## config.mk

```make
export PLATFORM = sky130hd
export DESIGN_NAME = dcache_refill_ctrl
export DESIGN_NICKNAME = d
export VERILOG_FILES = /design/src/rtl/dcache_refill_ctrl.sv
export SDC_FILE = /design/constraint.sdc
export NUM_CORES = 1
export LEC_CHECK = 0
export BUFFER_PORTS_ARGS = -buffer_cell sky130_fd_sc_hd__buf_2
export CELL_PAD_IN_SITES_DETAIL_PLACEMENT = 0
export CELL_PAD_IN_SITES_GLOBAL_PLACEMENT = 1
export CORE_MARGIN = 2
export CORE_UTILIZATION = 36
export DETAILED_ROUTE_END_ITERATION = 10
export GPL_TIMING_DRIVEN = 0
export PLACE_DENSITY_LB_ADDON = 0.1
export SLEW_MARGIN = 5
export SYNTH_ARGS = -nofsm -noshare
export SYNTH_HDL_FRONTEND = slang
export SYNTH_SLANG_ARGS = --single-unit
```

## constraint.sdc

```tcl
create_clock -name clk -period 3.3 [get_ports clk]
set_input_delay 0.165 -clock clk [delete_from_list [all_inputs] [get_ports clk]]
set_output_delay 0.165 -clock clk [all_outputs]
set_load 0.1 [all_outputs]
```

## src/rtl/dcache_refill_ctrl.sv

```systemverilog
// dcache_refill_ctrl: load-miss refill and write-through store controller that
// sits between the memory stage, a 2-way data cache and main memory.
// Load hits complete combinationally. Load misses and stores stall the pipeline
// while a single word moves over the memory request/response channel.
// Hit and miss counters are kept for performance measurement.
module dcache_refill_ctrl #(
  parameter int DATA_WIDTH = 32,
  parameter int CNT_WIDTH  = 32
) (
  input  logic                  clk,
  input  logic                  rst_n,
  input  logic                  cpu_req,
  input  logic                  cpu_we,
  input  logic [DATA_WIDTH-1:0] cpu_addr,
  input  logic [DATA_WIDTH-1:0] cpu_wdata,
  output logic                  stall,
  output logic [DATA_WIDTH-1:0] cpu_rdata,
  input  logic                  cache_hit,
  input  logic [DATA_WIDTH-1:0] cache_rdata,
  output logic [DATA_WIDTH-1:0] cache_addr,
  output logic [DATA_WIDTH-1:0] cache_wdata,
  output logic                  cache_we,
  output logic                  mem_req_valid,
  input  logic                  mem_req_ready,
  output logic                  mem_req_we,
  output logic [DATA_WIDTH-1:0] mem_addr,
  output logic [DATA_WIDTH-1:0] mem_wdata,
  input  logic                  mem_resp_valid,
  input  logic [DATA_WIDTH-1:0] mem_resp_data,
  output logic [CNT_WIDTH-1:0]  hit_count,
  output logic [CNT_WIDTH-1:0]  miss_count
);

  typedef enum logic [2:0] {
    IDLE       = 3'd0,
    MISS_REQ   = 3'd1,
    MISS_WAIT  = 3'd2,
    STORE_REQ  = 3'd3,
    STORE_WAIT = 3'd4,
    DONE       = 3'd5
  } state_t;

  localparam logic [CNT_WIDTH-1:0] CNT_ONE = CNT_WIDTH'(1);

  state_t                  state;
  logic [DATA_WIDTH-1:0]   addr_q;
  logic [DATA_WIDTH-1:0]   wdata_q;
  logic [DATA_WIDTH-1:0]   fill_q;
  // Set when the access that reaches DONE was a load miss, so DONE returns fill_q.
  logic                    fill_sel_q;
  logic [CNT_WIDTH-1:0]    hit_q;
  logic [CNT_WIDTH-1:0]    miss_q;

  logic load_hit;
  logic load_miss;
  logic store;

  assign load_hit  = cpu_req & ~cpu_we & cache_hit;
  assign load_miss = cpu_req & ~cpu_we & ~cache_hit;
  assign store     = cpu_req & cpu_we;

  assign hit_count  = hit_q;
  assign miss_count = miss_q;
  assign mem_addr   = {addr_q[DATA_WIDTH-1:2], 2'b00};
  assign mem_wdata  = wdata_q;

  // State sequencing, request latching and performance counting.
  always_ff @(posedge clk or negedge rst_n) begin
    if (!rst_n) begin
      state      <= IDLE;
      addr_q     <= '0;
      wdata_q    <= '0;
      fill_q     <= '0;
      fill_sel_q <= 1'b0;
      hit_q      <= '0;
      miss_q     <= '0;
    end else begin
      case (state)
        IDLE: begin
          if (load_hit) begin
            hit_q <= hit_q + CNT_ONE;
          end else if (load_miss) begin
            addr_q <= cpu_addr;
            miss_q <= miss_q + CNT_ONE;
            state  <= MISS_REQ;
          end else if (store) begin
            addr_q  <= cpu_addr;
            wdata_q <= cpu_wdata;
            state   <= STORE_REQ;
          end
        end
        MISS_REQ: begin
          if (mem_req_ready) state <= MISS_WAIT;
        end
        MISS_WAIT: begin
          if (mem_resp_valid) begin
            fill_q     <= mem_resp_data;
            fill_sel_q <= 1'b1;
            state      <= DONE;
          end
        end
        STORE_REQ: begin
          if (mem_req_ready) state <= STORE_WAIT;
        end
        STORE_WAIT: begin
          if (mem_resp_valid) begin
            fill_sel_q <= 1'b0;
            state      <= DONE;
          end
        end
        DONE: begin
          state <= IDLE;
        end
        default: begin
          state <= IDLE;
        end
      endcase
    end
  end

  // Output decode; IDLE outputs are held inactive while reset is asserted so
  // a request left on the bus cannot raise stall or a cache write.
  always_comb begin
    stall         = 1'b0;
    cache_we      = 1'b0;
    cache_wdata   = cpu_wdata;
    cache_addr    = addr_q;
    cpu_rdata     = cache_rdata;
    mem_req_valid = 1'b0;
    mem_req_we    = 1'b0;
    case (state)
      IDLE: begin
        cache_addr = cpu_addr;
        if (rst_n) begin
          stall    = load_miss | store;
          cache_we = store;
        end
      end
      MISS_REQ: begin
        stall         = 1'b1;
        mem_req_valid = 1'b1;
      end
      MISS_WAIT: begin
        stall       = 1'b1;
        cache_we    = mem_resp_valid;
        cache_wdata = mem_resp_data;
      end
      STORE_REQ: begin
        stall         = 1'b1;
        mem_req_valid = 1'b1;
        mem_req_we    = 1'b1;
      end
      STORE_WAIT: begin
        stall = 1'b1;
      end
      DONE: begin
        if (fill_sel_q) cpu_rdata = fill_q;
      end
      default: begin
        stall = 1'b0;
      end
    endcase
  end

endmodule
```

==> flow_summary_export.csv, run 1 <==
group,metric,value,unit
place,pre_cts_slack,-0.221,ns
synthesis,synthFlopType,"dfrtp_1",
floorplanning,placementRows,55,
floorplanning,start_util,36.4,%
clock_network,cts_buffers,17,
place,place_hpwl,18.1,mm
synthesis,synth_seq_cells,164,
worst_setup_path,worst_path_max_delay_cell,"buf_1",
layout,syn_to_final_growth,46.3,%
worst_setup_path,cp_num_buf_inv,4,
worst_setup_path,worstPathMaxFanout,10,
routing,dr.pass1.iters,4,
routing,dr.first_iter.drc_count,210,
synthesis,syn_area,8200,um^2
sta,finClkSkew,0.0123,ns
grt,grt_first_pass_wirelength,37.6,mm
routing,vias_per_cell,4.73,
routing,ant_nets,0,
place,postPlaceCellArea,10400,um^2
floorplanning,die_h,155,um
sta,tightest_slew,1.02,ns
worst_setup_path,critPathCaptureType,"output port",
place,place_congestion,0.763,
synthesis,synth-seq-area-share,50.1,%
clock_network,clock_latency,0.42,ns
sta,finalCritPeriodShare,93.4,%
worst_setup_path,crit_top_cell,"clkbuf_1",
synthesis,postSynth.asyncResetShare,100,%
worst_setup_path,path_cells,"clkbuf_1 -> nor2_1 -> and2_1 -> clkbuf_1 -> buf_1 -> mux2_2 -> buf_2",
synthesis,synth_cell_types,39,
clock_network,path_clk_slew,0.06,ns
grt,track_usage,20.0,%
grt,grt_pass1_vias,6896,
worst_setup_path,max_stage_delay,0.54,ns
synthesis,synth_edf_count,0,
sta,grt_setup_unrepaired,"false",
floorplanning,coreArea,22500,um^2
routing,vias,6816,
layout,fin_area,12000,um^2
floorplanning,fp.dieW,155,um
grt,grt_max_degree,97,
layout,fill_cells,2044,
worst_setup_path,cp.required,3.13,ns
worst_setup_path,crit_family,"buffers and inverters",
sta,fmax,0.325,GHz
routing,drc,0,
worst_setup_path,arrival,2.92,ns
outcome,status,"complete, no violations",
run,drv_cap,0,
layout,finalNetCount,1279,
sta,period_minus_slack,3.08,ns
layout,drive_gt1_share,54.6,%
worst_setup_path,startpoint_type,"flip-flop",
worst_setup_path,path_class,"reg2out",
clock_network,clk_path_buf_depth,2,
sta,maxSlewHeadroom,31.5,%
grt,grt_antenna_before_repair,1,
clock_network,cts.sinks,164,
routing,wl_per_cell,16.8,um
grt,globalRouteOverflowTotal,0,
clock_network,ctsHtreeMaxLevel,4,
sta,hold_violations,0,
worst_hold_path,min_path_type,"in2reg",
floorplanning,ios,363,
floorplanning,dieArea,24000,um^2
sta,setup_viol_count_final,0,
synthesis,avgSynthCellArea,12.3,um^2
synthesis,yosysWarningCount,0,
synthesis,synth_cells,665,
clock_network,cts_tree,"built",
clock_network,cts_root_buf,"clkbuf_16",
sta,hold_slack,0.0476,ns
sta,setup_ws,0.219,ns
routing,finalWirelength,24.3,mm
place,io_buffers,360,
sta,drv_slew,0,
## registers in the layout, indices dropped and copies added (netlist names)
name	flops
addr_q	32
fill_q	32
hit_count	32
mem_wdata	32
miss_count	32
state	3
fill_sel_q	1
## layer usage
| layer | global-route usage (%) | share of wire [%] |
|---|---|---|
| met5 | 0 | 0 |
| met4 | 6.57 | 1.9 |
| met3 | 5.29 | 6.0 |
| met2 | 33.9 | 50 |
| met1 | 24.8 | 43 |
## cell usage after synthesis (2+ instances only)
cell type | count | area (um^2)
mux2_2 | 195 | 2200
buf_4 | 32 | 240
nand2b_1 | 3 | 18.8
and4_1 | 3 | 26.3
dfrtp_1 | 164 | 4100
inv_1 | 17 | 63.8
buf_1 | 7 | 26.3
nor3_1 | 18 | 90.1
a21oi_1 | 3 | 15.0
and2_1 | 2 | 12.5
nor4bb_1 | 2 | 20.0
or3_1 | 6 | 37.5
xor2_1 | 26 | 228
nand4b_1 | 3 | 26.3
clkbuf_1 | 22 | 82.6
ha_1 | 2 | 25.0
nand3_1 | 15 | 75.1
xnor2_1 | 36 | 315
or4_1 | 3 | 22.5
and3_1 | 6 | 37.5
nor4_1 | 12 | 75.1
buf_2 | 3 | 15.0
nand4_1 | 21 | 131
nand2_1 | 30 | 113
o21ai_0 | 4 | 20.0
nor2_1 | 17 | 63.8
## cell families (layout without fill, tap and decap cells)
group	count (synthesis)	count (layout)	synth area share, %
AOI/OAI and AO/OA	10	10	0.717
xor gates and xnor gates	63	63	6.82
adders and majority gates	2	2	0.305
buffers and inverters	82	570	5.36
DFF	164	164	50.1
muxes	196	196	26.9
other	1	3	0.0458
and+or+nand+nor	147	147	9.77
## final timing paths
check,slack [ns],cells past startpoint,from,to
max,0.22,7,state[2]$_DFFE_PN0P_,cache_wdata[12]
min,0.05,2,cpu_wdata[20],mem_wdata[20]$_DFFE_PN0P_
max reg2reg,0.61,6,state[0]$_DFFE_PN0P_,miss_count[31]$_DFFE_PN0P_
min reg2reg,0.47,1,miss_count[31]$_DFFE_PN0P_,miss_count[31]$_DFFE_PN0P_
max in group asynchronous,2.09,3,rst_n,fill_q[24]$_DFFE_PN0P_
min in group asynchronous,0.38,2,rst_n,hit_count[21]$_DFFE_PN0P_
## cells in the final DEF, fill, tap and decap left out, types with 15 or more instances in the layout
cell,n
nor2_1,17
xnor2_1,36
mux2_2,195
nor3_1,17
nand2_1,30
buf_2,362
nand3_1,15
nand4_1,21
clkbuf_16,17
xor2_1,26
buf_4,33
clkbuf_1,23
inv_1,17
dfrtp_1,164
dlygate4sd3_1,95
## metrics by stage
stage	TNS, ns	utilization, %	cells
2_1_floorplan	0	-	666
3_3_place_gp	-125.36	46.0	1311
3_5_place_dp	-0.221	46.2	1312
5_1_grt	0	53.3	1440
6_report	0	53.3	1440
4_1_cts	0	53.2	1438
## final cells by class
cell class,count,area (um^2),area share [%]
Clock inverter,12,179,1.49
Clock buffer,19,433,3.61
Buffer,65,377,3.14
Multi-Input combinational cell,420,3680,30.7
Antenna cell,1,2.50,0.0209
Tap cell,285,357,2.97
Timing Repair Buffer,457,2800,23.3
Inverter,17,63.8,0.532
Sequential cell,164,4100,34.2
## what timing repair did
action / CTS / global route
hold endpoints to repair: 189 / 0
setup buffers: 0 / 1
hold buffers: 95 / 0
setup endpoints to repair: 36 / 1
gates resized for setup: 3 / 0
pin swaps: 0 / 1
Power of run 1 is not shown: default switching activity piles up to over one toggle a cycle in this logic, so the estimate is an artifact.
==> run 2, diff against run 1 <==
==> constraint.sdc (replaced) <==
create_clock -name clk -period 2.9 [get_ports clk]
set_input_delay 0.145 -clock clk [delete_from_list [all_inputs] [get_ports clk]]
set_output_delay 0.145 -clock clk [all_outputs]
set_load 0.1 [all_outputs]
==> flow_summary_export.csv, run 2 (synthesized netlist as in run 1, its figures left out) <==
group,metric,value,unit
outcome,status,"complete, no violations",
sta,period_minus_slack,2.70,ns
grt,grt_antenna_before_repair,2,
grt,grt_util_met2,35.7,%
clock_network,cts_tree,"built",
grt,grtUsageMet3,5.96,%
sta,fmax,0.371,GHz
worst_setup_path,worst_path_max_delay_cell,"dfrtp_1",
layout,fin_area,12000,um^2
worst_setup_path,max_stage_delay,0.44,ns
sta,drv_slew,0,
worst_setup_path,worstPathMaxFanout,10,
worst_hold_path,min_path_cells,2,
worst_hold_path,hold_start,"mem_resp_data[8]",
sta,grt_setup_unrepaired,"false",
layout,fill_cells,2060,
clock_network,path_clk_slew,0.06,ns
routing,wl_per_cell,17.1,um
routing,drc,0,
grt,track_usage,20.4,%
routing,finalWirelength,24.6,mm
floorplanning,ios,363,
floorplanning,start_util,36.4,%
clock_network,cts_buffers,17,
layout,drive_gt1_share,56.0,%
clock_network,cts_root_buf,"clkbuf_16",
floorplanning,dieArea,24000,um^2
clock_network,cts.sinks,164,
routing,dr.pass1.iters,4,
sta,setup_viol_count_final,0,
grt,grt_max_degree,111,
grt,grt_first_pass_wirelength,38.1,mm
grt,busiest_layer,"met2",
sta,hold_violations,0,
sta,maxSlewHeadroom,34.1,%
worst_setup_path,cp_num_buf_inv,3,
worst_hold_path,min_path_type,"in2reg",
clock_network,clk_path_buf_depth,2,
sta,finClkSkew,0.00980,ns
grt,grt_pass1_vias,7041,
worst_setup_path,arrival,2.55,ns
routing,dr.first_iter.drc_count,244,
floorplanning,fp.dieW,155,um
layout,final_cell_mix,"buf_2, mux2_2, dfrtp_1",
routing,ant_nets,0,
grt,globalRouteOverflowTotal,0,
worst_setup_path,crit_top_cell,"clkbuf_2",
floorplanning,die_h,155,um
place,postPlaceCellArea,10400,um^2
worst_setup_path,r2r_end,"miss_count[29]$_DFFE_PN0P_",
clock_network,ctsHtreeMaxLevel,4,
worst_setup_path,cp.required,2.76,ns
routing,vias,6791,
sta,tightest_slew,0.980,ns
worst_setup_path,path_cells,"clkbuf_2 -> nand4b_1 -> clkbuf_2 -> mux2_2 -> buf_2",
worst_setup_path,crit_family,"buffers and inverters",
layout,layout_commonest_cell,"buf_2",
worst_setup_path,reg2reg_slack,0.26,ns
grt,grtUsageMet1,24.4,%
sta,fin_setup_tns,0,ns
sta,finalCritPeriodShare,93.0,%
worst_setup_path,critPathCaptureType,"output port",
place,place_hpwl,18.2,mm
routing,vias_per_cell,4.71,
floorplanning,coreArea,22500,um^2
worst_hold_path,whs_endpoint,"fill_q[8]$_DFFE_PN0P_",
floorplanning,placementRows,55,
place,io_buffers,360,
worst_setup_path,rr_startpoint,"state[0]$_DFFE_PN0P_",
layout,finalNetCount,1278,
worst_setup_path,path_class,"reg2out",
worst_setup_path,startpoint_type,"flip-flop",
clock_network,clock_latency,0.42,ns
run,drv_cap,0,
worst_setup_path,crit_start,"state[1]$_DFFE_PN0P_",
layout,final_core_util,53.4,%
layout,syn_to_final_growth,46.6,%
place,place_congestion,0.769,
worst_setup_path,reg2reg_depth,6,
run 2: final cells by class:
cell class                      count  area, um^2  area share, %
Sequential cell                   164        4100           34.2
Multi-Input combinational cell    420        3680           30.7
Timing Repair Buffer              458        2810           23.4
Clock buffer                       21         450           3.75
Buffer                             63         392           3.26
Tap cell                          285         357           2.97
Clock inverter                     11         151           1.26
Inverter                           17        63.8          0.531
Antenna cell                        2        5.00         0.0417
run 2: how the worst max path moves through the flow:
| stage | cells past startpoint | slack, ns | end |
|---|---|---|---|
| 6_report | 5 | 0.20 | cpu_rdata[6] |
| 5_1_grt | 6 | 0.04 | miss_count[31]$_DFFE_PN0P_ |
| 2_1_floorplan | 6 | 0.14 | hit_count[28]$_DFFE_PN0P_ |
| 3_5_place_dp | 7 | -0.62 | cache_we |
| 4_1_cts | 7 | 0.01 | cache_wdata[21] |
| 3_3_place_gp | 4 | -1.17 | stall |
run 2: per-layer routing:
| layer | part of all wire, % | wire, um | up-vias |
|---|---|---|---|
| met3 | 6.8 | 1670 | 24 |
| met1 | 42 | 10200 | 3250 |
| met5 | 0 | 0 | - |
| met4 | 1.6 | 390 | 0 |
| met2 | 50 | 12300 | 243 |
| li1 | - | - | 3274 |
run 2: timing repair:
action / in CTS / in global routing
endpoints found under the setup margin: 124 / 70
resized for setup: 15 / 9
endpoints found under the hold margin: 149 / 0
pin swaps: 0 / 1
setup buffers: 0 / 3
hold buffers: 94 / 0
run 2: worst register-to-register path: stages (launching register included):
cell and delay (ns):
dfrtp_1 0.37, buf_6 0.14, or4_1 0.54, buf_2 0.21, nor4_2 0.88, nand4_1 0.21
xnor2_1 0.18
run 2: per-stage QoR:
| stage | setup WS [ns] | hold slack [ns] | std cells |
|---|---|---|---|
| after CTS | 0.00951 | 0.00180 | 1437 |
| after global routing | 0.0384 | 0.00296 | 1439 |
| final | 0.203 | 0.0234 | 1441 |
| after detailed placement | -0.618 | 0.110 | 1312 |
| after floorplan | 0.142 | -0.151 | 666 |
| after global placement | -1.17 | 0.390 | 1311 |
Power of run 2 is left out for the same reason.
